==> config.mk <==
export PLATFORM = sky130hd
export DESIGN_NAME = dump_sequencer
export DESIGN_NICKNAME = d
export VERILOG_FILES = /design/src/rtl/dump_pkg.sv /design/src/rtl/dump_sequencer_rr_arbiter.sv /design/src/rtl/dump_sequencer.sv
export SDC_FILE = /design/constraint.sdc
export NUM_CORES = 1
export LEC_CHECK = 0
export ABC_CLOCK_PERIOD_IN_PS = 2600
export BUFFER_PORTS_ARGS = -buffer_cell sky130_fd_sc_hd__buf_2
export CAP_MARGIN = 10
export CORE_MARGIN = 2
export CORE_UTILIZATION = 44
export CTS_CLUSTER_SIZE = 8
export DETAILED_ROUTE_END_ITERATION = 7
export PLACE_DENSITY_LB_ADDON = 0.25
export SYNTH_ARGS = -nofsm -noshare
export SYNTH_HDL_FRONTEND = slang
export SYNTH_SLANG_ARGS = --single-unit
==> constraint.sdc <==
create_clock -name clk -period 2.6 [get_ports clk]
set_input_delay 0.52 -clock clk [delete_from_list [all_inputs] [get_ports clk]]
set_output_delay 0.52 -clock clk [all_outputs]
set_load 0.02 [all_outputs]
==> src/rtl/dump_pkg.sv <==
// Shared constants and types for the channel-state dump path:
// state word addresses, dump-list helpers and the sequencer FSM states.
package dump_pkg;

    localparam logic [4:0] ST_PRN_STATE = 5'd6;
    localparam logic [4:0] ST_CARR_NCO  = 5'd7;
    localparam logic [4:0] ST_CODE_NCO  = 5'd8;
    localparam logic [4:0] ST_CARR_CNT  = 5'd9;
    localparam logic [4:0] ST_CODE_CNT  = 5'd10;
    localparam logic [4:0] ST_BIT_SYNC  = 5'd11;
    localparam logic [4:0] ST_FRAME     = 5'd12;
    localparam logic [4:0] ST_DECODE    = 5'd13;
    localparam logic [4:0] ST_PRN2      = 5'd15;
    localparam logic [4:0] ST_ACC_BASE  = 5'd16;

    localparam int NUM_FIXED_WORDS = 9;

    typedef enum logic [1:0] {
        IDLE,
        SCAN,
        FLUSH
    } fsm_e;

    // Word 14 is not part of the dump list, so the walk hops over it.
    function automatic logic [4:0] next_addr(input logic [4:0] a);
        return (a == ST_DECODE) ? ST_PRN2 : a + 5'd1;
    endfunction

endpackage

==> src/rtl/dump_sequencer_rr_arbiter.sv <==
// Combinational round-robin pick: first request at or after the pointer,
// wrapping; returns one-hot grant and encoded index.
module rr_arbiter #(
    parameter int CH_NUM = 4,
    parameter int CH_W   = 2
) (
    input  logic [CH_NUM-1:0] req_i,
    input  logic [CH_W-1:0]   ptr_i,
    output logic [CH_NUM-1:0] gnt_o,
    output logic [CH_W-1:0]   idx_o
);

    int              sum;
    logic [CH_W-1:0] cand;

    always_comb begin
        gnt_o = '0;
        idx_o = '0;
        sum   = 0;
        cand  = '0;
        // Walk from farthest to nearest so the nearest hit wins.
        for (int i = CH_NUM - 1; i >= 0; i--) begin
            sum = int'(ptr_i) + i;
            if (sum >= CH_NUM) begin
                sum = sum - CH_NUM;
            end
            cand = CH_W'(sum);
            if (req_i[cand]) begin
                gnt_o       = '0;
                gnt_o[cand] = 1'b1;
                idx_o       = cand;
            end
        end
    end

endmodule

==> src/rtl/dump_sequencer.sv <==
// Channel-state dump scheduler: grants one channel round-robin, walks the
// dump list on the state mux and writes each returned word to the buffer.
module dump_sequencer
    import dump_pkg::*;
#(
    parameter int CH_NUM  = 4,
    parameter int CH_W    = (CH_NUM > 1) ? $clog2(CH_NUM) : 1,
    parameter int COR_NUM = 8
) (
    input  logic              clk,
    input  logic              rst,
    input  logic              enable,
    input  logic [CH_NUM-1:0] dump_req,
    output logic [CH_NUM-1:0] dump_ack,
    output logic [CH_W-1:0]   ch_sel,
    output logic [4:0]        state_addr,
    input  logic [31:0]       state_d4wt,
    output logic              buf_we,
    output logic [CH_W+4:0]   buf_addr,
    output logic [31:0]       buf_wdata,
    output logic              busy,
    output logic              dump_done,
    output logic [CH_W-1:0]   done_ch
);

    localparam logic [4:0] LAST_ADDR = 5'(ST_ACC_BASE + COR_NUM - 1);

    fsm_e              state_q;
    logic [CH_W-1:0]   cur_ch_q;
    logic [CH_W-1:0]   ptr_q;
    logic [CH_W-1:0]   done_ch_q;
    logic [CH_NUM-1:0] ack_q;
    logic [4:0]        addr_q;
    logic [4:0]        addr_d;
    logic [4:0]        addr_d1_q;
    logic              valid_d1_q;
    logic              busy_q;
    logic              done_q;
    logic [CH_NUM-1:0] win_oh;
    logic [CH_W-1:0]   win_idx;

    rr_arbiter #(
        .CH_NUM (CH_NUM),
        .CH_W   (CH_W)
    ) u_arb (
        .req_i  (dump_req),
        .ptr_i  (ptr_q),
        .gnt_o  (win_oh),
        .idx_o  (win_idx)
    );

    assign addr_d = next_addr(addr_q);

    always_ff @(posedge clk) begin
        if (rst) begin
            state_q    <= IDLE;
            cur_ch_q   <= '0;
            ptr_q      <= '0;
            done_ch_q  <= '0;
            ack_q      <= '0;
            addr_q     <= '0;
            addr_d1_q  <= '0;
            valid_d1_q <= 1'b0;
            busy_q     <= 1'b0;
            done_q     <= 1'b0;
        end else begin
            ack_q      <= '0;
            done_q     <= 1'b0;
            addr_d1_q  <= addr_q;
            valid_d1_q <= (state_q == SCAN);
            unique case (state_q)
                IDLE: begin
                    if (enable && (|dump_req)) begin
                        state_q  <= SCAN;
                        cur_ch_q <= win_idx;
                        ack_q    <= win_oh;
                        addr_q   <= ST_PRN_STATE;
                        busy_q   <= 1'b1;
                    end
                end
                SCAN: begin
                    if (addr_q == LAST_ADDR) begin
                        state_q   <= FLUSH;
                        addr_q    <= '0;
                        done_q    <= 1'b1;
                        done_ch_q <= cur_ch_q;
                    end else begin
                        addr_q <= addr_d;
                    end
                end
                FLUSH: begin
                    state_q <= IDLE;
                    busy_q  <= 1'b0;
                    ptr_q   <= (cur_ch_q == CH_W'(CH_NUM - 1)) ?
                               '0 : cur_ch_q + 1'b1;
                end
                default: state_q <= IDLE;
            endcase
        end
    end

    assign dump_ack   = ack_q;
    assign ch_sel     = cur_ch_q;
    assign state_addr = addr_q;
    assign buf_we     = valid_d1_q;
    assign buf_addr   = {cur_ch_q, addr_d1_q};
    assign buf_wdata  = state_d4wt;
    assign busy       = busy_q;
    assign dump_done  = done_q;
    assign done_ch    = done_ch_q;

endmodule

Word-level counts from Yosys, hierarchy flattened

Index checks and enable logic that the tools add are counted.

Bits in registers: 25
Input bits: 39
Output and inout port bits: 55
Logic and storage cells: 96

Add/subtract/negate cells: 9
$lt $le $gt $ge: 12
Eq/ne operators: 7
Mux-type cells: 39
Bitwise operators: 3
Reductions and logical operators: 16

Operators with widths:

| kind                | number |
|---|---|
| $mux 2              | 11 |
| $mux 4              | 4 |
| $mux 5              | 3 |
| $lt 2x3->1 const B  | 4 |
| $mux 1              | 10 |
| $pmux 5 s2          | 1 |
| $reduce_and 2->1    | 5 |
| $ge 3x3->1 const B  | 3 |
| $bmux 1 s2          | 4 |
| $demux 1 s2         | 4 |
| $ge 2x1->1 const B  | 4 |
| $sub 2x1->2 const B | 4 |
| $add 2x2->3 const B | 2 |
| $add 5x1->5 const B | 1 |
| $eq 5x4->1 const B  | 1 |
| $eq 5x5->1 const B  | 1 |
| $logic_and 1x1->1   | 5 |
| $eq 2x2->1 const B  | 2 |
| $pmux 2 s2          | 1 |
| $reduce_bool 2->1   | 2 |
| $reduce_or 4->1     | 1 |
| $add 2x1->3 const B | 1 |
| $ge 2x3->1 const B  | 1 |
| $not 1->1           | 3 |
| 8 further kinds     | 8 |

Depth between registers and ports, before layout

Gate-level depths: netlist of run 1.

Depth after elaboration: 11
Gate-level depth with buffers: 7
Depth with buffers taken out: 6

Modules after synthesis

Synthesis of run 1 repeated with hierarchy kept, for this count alone.

Cells, all modules: 190
Area total of the unflattened synthesis: 1727.9 um^2

Modules (own cells, without submodules):

| module         | instances | cells each | area each (um^2) | sequential area each (um^2) |
|---|---|---|---|---|
| dump_sequencer | 1         | 130        | 1232.4           | 500.5 |
| rr_arbiter     | 1         | 60         | 495.5            | 0.0 |

Worst setup path after synthesis of run 1

No wires, ideal clock.

Path type: register to register
Start point: register ptr_q[0]
End point: register cur_ch_q[0] (netlist: ch_sel[0])
Library setup time: 88 ps
Data arrival time: 1982 ps
Required time: 2512 ps
Setup slack: 530 ps
Stages on the path, launching flop included: 8
Buffers on the path: 1
Period minus slack after synthesis: 2070 ps
Path through: dfxtp_1 buf_6 inv_1 ha_1 mux4_2 nor2b_4 or4_4 a311oi_2

Longest elaborated chain between the ends: 9
Elaborated cells on any way between the ends: 27
Those cells by class: add/sub: 7; order compare: 4; mux: 16

Ends and longest elaborated chain:

| element                                   | line                                                             | source |
|---|---|---|
| start, declared                           | dump_sequencer.sv:30                                             | `logic [CH_W-1:0] ptr_q;` |
| start signal, assigned                    | dump_sequencer.sv:94                                             | `ptr_q <= (cur_ch_q == CH_W'(CH_NUM - 1)) ?` |
| $add 2x2->3                               | dump_sequencer_rr_arbiter.sv:23                                  | `sum = int'(ptr_i) + i;` |
| $ge 3x3->1 or $sub 2x1->2 (tied branches) | dump_sequencer_rr_arbiter.sv:24, dump_sequencer_rr_arbiter.sv:25 |  |
| $mux 2                                    | dump_sequencer_rr_arbiter.sv:24                                  | `if (sum >= CH_NUM) begin` |
| $bmux 1 s2                                | dump_sequencer_rr_arbiter.sv:28                                  | `if (req_i[cand]) begin` |
| $mux 1 (implied by the code)              | dump_sequencer_rr_arbiter.sv:28                                  |  |
| $mux 2 (3 in series)                      | dump_sequencer_rr_arbiter.sv:28                                  |  |
| $mux 2 (*)                                | dump_sequencer_rr_arbiter.sv:28                                  |  |
| end signal, assigned                      | dump_sequencer.sv:75                                             | `cur_ch_q <= win_idx;` |
| end, declared                             | dump_sequencer.sv:29                                             | `logic [CH_W-1:0] cur_ch_q;` |

Every way passes the cells marked *; elsewhere a longest branch is shown, timed or not. The select of a mux whose other input is x is not followed.
A chain may end at the register's enable or synchronous reset.

Worst setup path after layout of run 1

Start point: register ptr_q[1]
End point: register ack_q[0] (netlist: dump_ack[0])

Longest elaborated chain between the ends: 11
Elaborated cells on any way between the ends: 47
Those cells by class: add/sub: 7; order compare: 12; mux: 24; reduce/logical: 4

Ends and longest elaborated chain:

| element                                                        | line                                                             | source |
|---|---|---|
| $add 2x2->3                                                    | dump_sequencer_rr_arbiter.sv:23                                  |  |
| $ge 3x3->1 or $sub 2x1->2 (tied branches)                      | dump_sequencer_rr_arbiter.sv:24, dump_sequencer_rr_arbiter.sv:25 |  |
| $mux 2                                                         | dump_sequencer_rr_arbiter.sv:24                                  |  |
| $lt 2x3->1 (implied by the code) or $ge 2x1->1 (tied branches) | dump_sequencer_rr_arbiter.sv:30                                  | `gnt_o[cand] = 1'b1;` |
| $logic_and 1x1->1 (implied by the code)                        | dump_sequencer_rr_arbiter.sv:30                                  |  |
| $mux 1 (implied by the code)                                   | dump_sequencer_rr_arbiter.sv:30                                  |  |
| $demux 1 s2                                                    | -                                                                |  |
| $mux 4 (3 in series)                                           | dump_sequencer_rr_arbiter.sv:28                                  |  |
| $mux 4 (*)                                                     | dump_sequencer_rr_arbiter.sv:28                                  |  |
| end signal, assigned                                           | dump_sequencer.sv:76                                             | `ack_q <= win_oh;` |
| end, declared                                                  | dump_sequencer.sv:32                                             | `logic [CH_NUM-1:0] ack_q;` |

Marks and branches as above.

==> results of run 1 <==
synth_stat cells (2+ instances only):
cell	instances	area, um^2
nor3b_1	4	30.0
or3b_2	2	17.5
mux2i_1	2	20.0
a21o_1	4	30.0
ha_1	11	138
nand2_1	9	33.8
inv_1	14	52.6
a21oi_1	8	40.0
dfxtp_1	25	500
and2_0	4	25.0
nand3b_1	3	22.5
nand4b_1	3	26.3
buf_1	2	7.51
mux4_2	2	45.0
buf_4	34	255
o21ai_1	6	30.0
nor3_1	4	20.0
o311ai_1	5	43.8
nor2b_1	6	37.5
nor2_1	17	63.8
nand3_1	5	25.0
nand2b_1	2	12.5
worst max-delay path by stage:
stage,from,end,cells past startpoint
after global routing,ptr_q[1]$_SDFFE_PP0P_,dump_ack[3]$_SDFF_PP0_,6
after global placement,dump_req[1],ch_sel[0]$_SDFFE_PP0P_,5
after detailed placement,ptr_q[1]$_SDFFE_PP0P_,dump_ack[0]$_SDFF_PP0_,6
after floorplan,ptr_q[0]$_SDFFE_PP0P_,ch_sel[0]$_SDFFE_PP0P_,7
after CTS,ptr_q[1]$_SDFFE_PP0P_,dump_ack[0]$_SDFF_PP0_,6
final,ptr_q[1]$_SDFFE_PP0P_,dump_ack[0]$_SDFF_PP0_,6
layout make-up:
type                    count  area [um^2]  share of cell area
clock inverters             1         8.76             0.00532
inverters                  14         52.6              0.0319
repair buffers             31          160              0.0972
flip-flops and latches     25          500               0.304
well taps                  48         60.1              0.0364
multi-input cells         112          825               0.500
clock buffers               3         41.3              0.0251
per-stage QoR:
| stage | cells | hold WS [ns] | power, W | util | area, um^2 |
|---|---|---|---|---|---|
| floorplan | 189 | 0.560 | 0.000590 | - | 1660 |
| detailed placement | 230 | 0.482 | 0.000560 | 0.440 | 1600 |
| CTS | 234 | 0.495 | 0.000804 | 0.454 | 1650 |
| global route | 234 | 0.544 | 0.000837 | 0.454 | 1650 |
| global placement | 230 | 0.473 | 0.000556 | 0.440 | 1600 |
| finish | 234 | 0.496 | 0.000799 | 0.454 | 1650 |
critical path: stages (launching register included):
cell and delay (ns):
dfxtp_1 0.49, inv_1 0.18, ha_1 0.39, mux4_2 0.43
and2_0 0.21, o311ai_1 0.30, o21ai_1 0.12
state kept, by name, indices dropped and copies added (netlist names):
name        count
buf_we          1
state_q         2
addr_d1_q       5
done_ch         2
dump_ack        4
dump_done       1
ptr_q           2
busy            1
state_addr      5
ch_sel          2
logic make-up after synthesis:
group,Yosys count,share of synthesized area
buf+inv,52,0.200
xor+xnor,1,0.00529
flops,25,0.302
compound gates,30,0.131
mux,5,0.0552
simple gates,65,0.224
fa+ha+maj,11,0.0831
report_power, final:
part	total [W]	switching, W	internal (W)
Combinational	0.000132	0.0000805	0.0000517
Sequential	0.000419	0.0000179	0.000401
Clock	0.000248	0.000136	0.000112
metal layers:
metal / vias up / track usage / wire, um
li1: 611 / - / -
met1: 556 / 0.208 / 1460
met2: 46 / 0.255 / 1610
met3: 24 / 0.0171 / 277
met4: 0 / 0.104 / 144
met5: - / 0 / 0
cells in the final DEF, fill, tap and decap left out:
cell type  count
buf_2         29
dfxtp_1       25
nor2_1        17
inv_1         14
ha_1          11
nand2_1        9
a21oi_1        8
nor2b_1        6
o21ai_1        6
nand3_1        5
o311ai_1       5
a21o_1         4
nor3_1         4
and2_0         4
nor3b_1        4
nand4b_1       3
nand3b_1       3
clkbuf_8       3
nand2b_1       2
mux4_2         2
mux2i_1        2
or3b_2         2
buf_4          2
o41ai_2        1
xor2_1         1
nor4_1         1
a311o_1        1
or3_1          1
mux4_1         1
nor2b_4        1
or4_4          1
a311oi_2       1
nor4_2         1
nand4_1        1
o21ba_2        1
o21ai_0        1
o2bb2ai_1      1
a22oi_1        1
inv_6          1
==> results.py, run 1 <==
metrics = {
    "outcome": {
        "outcome": "finished, final reports clean",
    },
    "worst_setup_path": {
        "cp-start-kind": "flop",
        "reg2reg_to": "dump_ack[0]$_SDFF_PP0_",
        "r2r_start": "ptr_q[1]$_SDFFE_PP0P_",
        "cp-end-kind": "flop",
        "path_class": "flop to flop",
        "arrival_ns": 2.38,
        "critPathRequiredTime_ns": 2.75,
        "crit_fanout": 9,
        "ff2ff_setup_slack_ns": 0.37,
        "reg2reg_depth": 6,
    },
    "timing": {
        "min_period_ns": 2.23,
        "setup_ws_ns": 0.371,
        "hold_viol": 0,
        "fmax_ghz": 0.449,
        "rsz0062_at_grt": "false",
        "maxSlewHeadroom": 0.531,
        "finalCritPeriodShare": 0.857,
        "maxSlewViolCount": 0,
        "worst_pin_slew_ns": 0.697,
        "finalSetupTns_ns": 0,
        "fin_skew_ns": 0.00144,
        "setup_viol": 0,
    },
    "clocking": {
        "cts_inserted_buffers": 3,
        "clk_pin_slew_worst_paths_ns": 0.09,
        "clkSinkCount": 25,
        "cts_tree": "done",
        "ctsLongestPathBuffers": 2,
        "cts-resized-gates": 0,
        "cts_max_level": 1,
        "cts_setup_buffers": 0,
        "clock_latency_ns": 0.27,
        "ctsHoldBuffers": 0,
        "cts-root-buf": "clkbuf_8",
    },
    "finish": {
        "nFillCells": 385,
        "syn_to_final_growth_pct": -0.454,
        "num-nets-final": 237,
        "drive_above_1_share": 0.242,
        "antenna_cells": 0,
    },
    "global_routing": {
        "grt_max_degree": 22,
        "track_usage": 0.161,
        "grt_pass1_wl_um": 5450,
        "antenna_found_initial": 0,
        "grt_pass1_vias": 1096,
        "overflow": 0,
    },
    "detailed_routing": {
        "detail_route.wl_per_cell_um": 14.9,
        "detail-route-antenna-nets": 0,
        "num_vias": 1237,
        "drt-total-wl_um": 3500,
        "vias_per_cell": 5.29,
        "dr.pass1.iters": 4,
        "dr.first_iter.drc_count": 27,
        "drc_errors": 0,
    },
    "floorplanning": {
        "rows": 22,
        "die_height_um": 65.3,
        "dieArea_um2": 4270,
        "io_pins": 94,
        "core_um2": 3630,
        "die_w_um": 65.3,
        "initial_core_util": 0.456,
    },
    "flow_run": {
        "cap_violations": 0,
    },
    "yosys": {
        "synth_seq_cells": 25,
        "synth_cell_type_count": 39,
        "ys.flop_type": "dfxtp_1",
        "yosysWarningCount": 0,
        "synth_edf_count": 0,
        "avgSynthCellArea_um2": 8.76,
        "seq_area_frac_synth": 0.302,
        "syn_inst": 189,
        "syn-num-nets": 239,
        "synthArstFlopShare": 0,
        "synth_area_um2": 1660,
    },
    "power_and_ir_drop": {
        "p_leak_nw": 0.723,
        "p_per_area_nw_per_um2": 485,
        "irDropWorstVdd_uv": 182,
    },
    "placement": {
        "dp_hpwl_um": 2740,
        "finalWeightedCongestion": 0.787,
        "io_buffers": 29,
        "pre_cts_ws_ns": 0.425,
    },
    "min_path": {
        "min_from": "busy$_SDFFE_PP0P_",
        "hold-path-endpoint": "busy$_SDFFE_PP0P_",
        "hold_depth": 2,
        "hold_path.class": "flop to flop",
    },
}
No activity file was read; power rests on OpenSTA's default activity.
==> inputs of run 2 (changes only) <==
--- a/config.mk
+++ b/config.mk
@@ -12,7 +12,8 @@
 export CORE_UTILIZATION = 44
 export CTS_CLUSTER_SIZE = 8
 export DETAILED_ROUTE_END_ITERATION = 7
-export PLACE_DENSITY_LB_ADDON = 0.25
+export PLACE_DENSITY = 0.79
 export SYNTH_ARGS = -nofsm -noshare
 export SYNTH_HDL_FRONTEND = slang
 export SYNTH_SLANG_ARGS = --single-unit
+export TNS_END_PERCENT = 30
==> run 2 against run 1 <==
Compared with the run above: sequential cell count did not move; worst setup slack lost 0.012 ns; cell area grew 0.38%; hold slack better by 0.0070 ns; global-route usage is 0.25 points lower; largest power group unchanged; clock skew grew 0.0027 ns; non-clock buffer count up 1; via count grew 0.16%; clock power shrank 4%.
==> results.py, run 2 (synthesis gave the netlist of run 1 again) <==
metrics = {
    "outcome": {
        "outcome": "finished, final reports clean",
    },
    "placement": {
        "finalWeightedCongestion": 0.817,
        "io_buffers": 29,
        "pre_cts_ws_ns": 0.401,
        "dp_hpwl_um": 2420,
    },
    "clocking": {
        "ctsHoldBuffers": 0,
        "cts_max_level": 1,
        "clk_pin_slew_worst_paths_ns": 0.09,
        "clkSinkCount": 25,
        "cts-resized-gates": 0,
        "cts_inserted_buffers": 3,
        "clock_latency_ns": 0.27,
        "ctsLongestPathBuffers": 2,
        "cts_setup_buffers": 0,
        "cts-root-buf": "clkbuf_8",
        "cts_tree": "done",
    },
    "timing": {
        "fmax_ghz": 0.446,
        "rsz0062_at_grt": "false",
        "worst_pin_slew_ns": 0.671,
        "maxSlewViolCount": 0,
        "fin_skew_ns": 0.00418,
        "setup_viol": 0,
        "hold_viol": 0,
        "finalCritPeriodShare": 0.862,
        "finalSetupTns_ns": 0,
        "min_period_ns": 2.24,
        "setup_ws_ns": 0.359,
        "maxSlewHeadroom": 0.547,
    },
    "floorplanning": {
        "initial_core_util": 0.456,
        "die_w_um": 65.3,
        "die_height_um": 65.3,
        "dieArea_um2": 4270,
        "rows": 22,
        "core_um2": 3630,
        "io_pins": 94,
    },
    "detailed_routing": {
        "dr.first_iter.drc_count": 60,
        "vias_per_cell": 5.27,
        "drt-total-wl_um": 3260,
        "drc_errors": 0,
        "dr.pass1.iters": 4,
        "detail-route-antenna-nets": 0,
        "detail_route.wl_per_cell_um": 13.9,
        "num_vias": 1239,
    },
    "finish": {
        "antenna_cells": 0,
        "drive_above_1_share": 0.246,
        "final_common_cell": "buf_2",
        "num-nets-final": 238,
        "syn_to_final_growth_pct": -0.0754,
        "final_cell_mix": "buf_2 (29), dfxtp_1 (25), nor2_1 (17)",
        "final_util": 0.455,
    },
    "power_and_ir_drop": {
        "p_leak_nw": 0.724,
        "p_per_area_nw_per_um2": 479,
        "total_power_w": 0.000792,
        "irDropWorstVdd_uv": 214,
    },
    "global_routing": {
        "track_usage": 0.159,
        "grt_pass1_wl_um": 5240,
        "overflow": 0,
        "grt_max_degree": 22,
        "antenna_found_initial": 0,
        "grt_pass1_vias": 1137,
    },
    "flow_run": {
        "cap_violations": 0,
    },
    "worst_setup_path": {
        "crit_fanout": 9,
        "crit_chain": "inv_1, ha_1, mux4_2, nor2b_4, or4_4, a311oi_2",
        "path_delay_family": "simple AND/OR/NAND/NOR gates",
        "arrival_ns": 2.42,
        "reg2reg_to": "ch_sel[0]$_SDFFE_PP0P_",
        "cp-end-kind": "flop",
        "path_buf_inv": 1,
        "reg2reg_depth": 6,
        "critPathRequiredTime_ns": 2.78,
        "crit_path_top_delay_cell": "dfxtp_1",
        "path_class": "flop to flop",
        "ff2ff_setup_slack_ns": 0.36,
        "r2r_start": "ptr_q[0]$_SDFFE_PP0P_",
        "cp-start-kind": "flop",
        "crit_path_max_incr_delay_ns": 0.46,
    },
    "min_path": {
        "hold_path.class": "flop to flop",
        "hold_depth": 2,
        "min_from": "busy$_SDFFE_PP0P_",
        "hold-path-endpoint": "busy$_SDFFE_PP0P_",
    },
}
run 2: cell count changes in the layout (fill, tap and decap cells not counted):
cell / delta
clkinvlp_4: +1
inv_6: -1
buf_4: +1
run 2: through the flow:
step,area [um^2],instances,hold WS [ns]
3_3_place_gp,1610,231,0.477
5_1_grt,1650,235,0.536
4_1_cts,1650,235,0.501
6_report,1650,235,0.503
2_1_floorplan,1660,189,0.560
3_5_place_dp,1610,231,0.484
run 2: worst max-delay path by stage:
stage / startpoint / endpoint / slack, ns / cells past startpoint
finish: ptr_q[0]$_SDFFE_PP0P_ / ch_sel[0]$_SDFFE_PP0P_ / 0.36 / 6
global route: ptr_q[0]$_SDFFE_PP0P_ / dump_ack[1]$_SDFF_PP0_ / 0.23 / 6
CTS: ptr_q[0]$_SDFFE_PP0P_ / ch_sel[0]$_SDFFE_PP0P_ / 0.37 / 6
detailed placement: ptr_q[0]$_SDFFE_PP0P_ / ch_sel[0]$_SDFFE_PP0P_ / 0.40 / 6
global placement: ptr_q[0]$_SDFFE_PP0P_ / ch_sel[0]$_SDFFE_PP0P_ / 0.52 / 6
floorplan: ptr_q[0]$_SDFFE_PP0P_ / ch_sel[0]$_SDFFE_PP0P_ / 0.53 / 7
run 2: layout make-up:
cell class | count | area (um^2)
tap | 48 | 60.1
clock inverter | 1 | 7.51
inverter | 14 | 52.6
clock buffer | 3 | 41.3
fill | 383 | 1980
timing repair buffer | 32 | 168
sequential | 25 | 500
multi-input combinational | 112 | 825
run 2: worst reg2reg max path: stages (launching register included):
cell and delay, ns:
dfxtp_1 0.46, inv_1 0.17, ha_1 0.39, mux4_2 0.38, nor2b_4 0.06, or4_4 0.42
a311oi_2 0.27
run 2: per-layer routing:
layer,routed length [um],up-vias,GRT usage
met1,1450,567,0.202
li1,-,610,-
met4,123,0,0.104
met2,1470,45,0.242
met5,0,-,0
met3,212,17,0.0325
run 2: power by group:
part | switching [W] | leakage [nW] | internal, W | total (W)
clock | 0.000130 | 0.0217 | 0.000109 | 0.000239
sequential | 0.0000189 | 0.204 | 0.000401 | 0.000420
combinational | 0.0000814 | 0.499 | 0.0000516 | 0.000133
==> inputs of run 3 (changes only) <==
--- a/config.mk
+++ b/config.mk
@@ -9,11 +9,12 @@
 export BUFFER_PORTS_ARGS = -buffer_cell sky130_fd_sc_hd__buf_2
 export CAP_MARGIN = 10
 export CORE_MARGIN = 2
-export CORE_UTILIZATION = 44
+export CORE_UTILIZATION = 45
 export CTS_CLUSTER_SIZE = 8
 export DETAILED_ROUTE_END_ITERATION = 7
-export PLACE_DENSITY = 0.79
+export PLACE_DENSITY = 0.8
 export SYNTH_ARGS = -nofsm -noshare
 export SYNTH_HDL_FRONTEND = slang
+export SYNTH_HIERARCHICAL = 1
 export SYNTH_SLANG_ARGS = --single-unit
 export TNS_END_PERCENT = 30
==> run 3 against run 2 <==
Compared with the run above: cell count did not move; sequential share of layout area shrank 1.2 points; combinational power down 7%; wire length increased by 3.4%; register-to-register slack better by 0.14 ns; non-clock buffer count up 2; largest cell class unchanged.
==> results.py, run 3 <==
metrics = {
    "floorplanning": {
        "io_pins": 94,
        "die_w_um": 66.0,
        "initial_core_util": 0.468,
        "rows": 22,
        "dieArea_um2": 4350,
        "core_um2": 3690,
        "die_height_um": 66.0,
    },
    "detailed_routing": {
        "drc_errors": 0,
        "num_vias": 1353,
        "detail_route.wl_per_cell_um": 14.4,
        "drt-total-wl_um": 3370,
        "detail-route-antenna-nets": 0,
        "dr.pass1.iters": 4,
        "vias_per_cell": 5.76,
        "dr.first_iter.drc_count": 160,
    },
    "global_routing": {
        "track_usage": 0.166,
        "grt_pass1_wl_um": 5490,
        "grt_pass1_vias": 1105,
        "overflow": 0,
        "grt_max_degree": 22,
        "antenna_found_initial": 0,
    },
    "power_and_ir_drop": {
        "irDropWorstVdd_uv": 209,
        "p_per_area_nw_per_um2": 449,
        "total_power_w": 0.000773,
        "p_leak_nw": 0.709,
    },
    "worst_setup_path": {
        "r2r_start": "ptr_q[0]$_SDFFE_PP0P_",
        "arrival_ns": 2.32,
        "cp-end-kind": "flop",
        "path_class": "flop to flop",
        "critPathRequiredTime_ns": 2.82,
        "cp-start-kind": "flop",
        "crit_fanout": 8,
        "cp-startpoint": "ptr_q[0]$_SDFFE_PP0P_",
    },
    "yosys": {
        "synth.top_cell.area_share": 0.290,
        "avgSynthCellArea_um2": 9.09,
        "synth_area_um2": 1730,
        "synth_cell_type_count": 52,
        "synth_edf_count": 0,
        "syn-num-nets": 240,
        "synth_top_area_cell": "dfxtp_1",
        "ys.flop_type": "dfxtp_1",
        "yosys-top-cells-count": "buf_4 (34), dfxtp_1 (25), ha_1 (11)",
        "yosysMostFrequentCell": "buf_4",
        "seq_area_frac_synth": 0.290,
        "synthArstFlopShare": 0,
        "syn_inst": 190,
        "yosysWarningCount": 6,
        "synth_seq_cells": 25,
        "synth_area_leaders": "dfxtp_1 (29%), buf_4 (15%), ha_1 (8.0%)",
    },
    "timing": {
        "min_period_ns": 2.10,
        "finalSetupTns_ns": 0,
        "setup_viol": 0,
        "fmax_ghz": 0.476,
        "hold_viol": 0,
        "finalCritPeriodShare": 0.808,
        "worst_pin_slew_ns": 0.723,
        "maxSlewViolCount": 0,
        "maxSlewHeadroom": 0.512,
        "fin_skew_ns": 0.00350,
        "rsz0062_at_grt": "false",
    },
    "clocking": {
        "ctsLongestPathBuffers": 2,
        "ctsHoldBuffers": 0,
        "cts_max_level": 1,
        "cts_setup_buffers": 0,
        "cts-resized-gates": 0,
        "clock_latency_ns": 0.27,
        "clkSinkCount": 25,
        "cts-root-buf": "clkbuf_8",
        "clk_pin_slew_worst_paths_ns": 0.09,
        "cts_tree": "done",
        "cts_inserted_buffers": 3,
    },
    "placement": {
        "dp_hpwl_um": 2480,
        "finalWeightedCongestion": 0.850,
        "io_buffers": 29,
    },
    "finish": {
        "num-nets-final": 238,
        "drive_above_1_share": 0.257,
        "final_cell_mix": "buf_2 (29), dfxtp_1 (25), ha_1 (11)",
        "ff_latch_area_um2": 500,
        "nFillCells": 359,
        "multi_input_area_um2": 903,
        "antenna_cells": 0,
        "final_common_cell": "buf_2",
        "syn_to_final_growth_pct": -0.362,
    },
    "min_path": {
        "hold_path.class": "flop to flop",
        "min_from": "done_ch[0]$_SDFFE_PP0P_",
    },
    "flow_run": {
        "cap_violations": 0,
    },
    "outcome": {
        "outcome": "finished, final reports clean",
    },
}
==> run 3: changes by cell type in the layout (fill, tap and decap cells not counted), sizes merged, moves of 3 or more <==
cell and delta:
nand2 -7, inv -7, mux2i +4, a31oi +4, o311ai -5, nand4 +6, o21ai -3, nor2 -8
==> run 3: through the flow <==
stage	std cells	utilization	hold WS (ns)	setup WS [ns]	area (um^2)
6_report	235	0.467	0.481	0.498	1720
5_1_grt	235	0.467	0.516	0.391	1720
4_1_cts	235	0.467	0.479	0.500	1720
3_5_place_dp	231	0.454	0.467	0.423	1670
3_3_place_gp	231	0.454	0.461	0.436	1670
2_1_floorplan	190	-	0.554	0.246	1730
==> run 3: metal layers <==
metal / GRT usage / vias to the layer above / share of wire
met5: 0 / - / 0
met4: 0.125 / 0 / 0.046
met3: 0.0273 / 24 / 0.10
met2: 0.227 / 71 / 0.40
met1: 0.229 / 601 / 0.45
li1: - / 657 / -
==> run 3: cell families after synthesis <==
group,after synthesis,share of synthesized area
muxes,10,0.0760
adders and majority gates,11,0.0797
and+or+nand+nor,56,0.199
buffers and inverters,48,0.188
DFF,25,0.290
AOI/OAI and AO/OA,40,0.168
==> run 3: area by class of cell <==
class,instances,share of cell area
clock buffers,3,0.0240
well taps,48,0.0349
multi-input cells,117,0.525
clock inverters,1,0.00436
repair buffers,34,0.106
inverters,7,0.0153
flip-flops and latches,25,0.291
==> run 3: worst paths after layout <==
| kind | slack [ns] | depth (start not counted) | end |
|---|---|---|---|
| setup reg to reg | 0.50 | 7 | dump_ack[1]$_SDFF_PP0_ |
| hold reg to reg | 0.48 | 2 | done_ch[0]$_SDFFE_PP0P_ |
| hold / removal | 0.48 | 2 | done_ch[0]$_SDFFE_PP0P_ |
| setup / recovery | 0.50 | 7 | dump_ack[1]$_SDFF_PP0_ |
==> run 3: worst max-delay path, stage by stage, from the launching register on <==
cell,delay (ns)
dfxtp_1,0.34
inv_1,0.11
ha_1,0.34
mux4_2,0.38
or4_1,0.53
a21o_1,0.17
o211ai_1,0.06
and2_1,0.13
==> run 3: power by group <==
| group | switching, W | total, W | internal [W] |
|---|---|---|---|
| Sequential | 0.0000179 | 0.000417 | 0.000399 |
| Clock | 0.000123 | 0.000232 | 0.000109 |
| Combinational | 0.0000770 | 0.000124 | 0.0000469 |
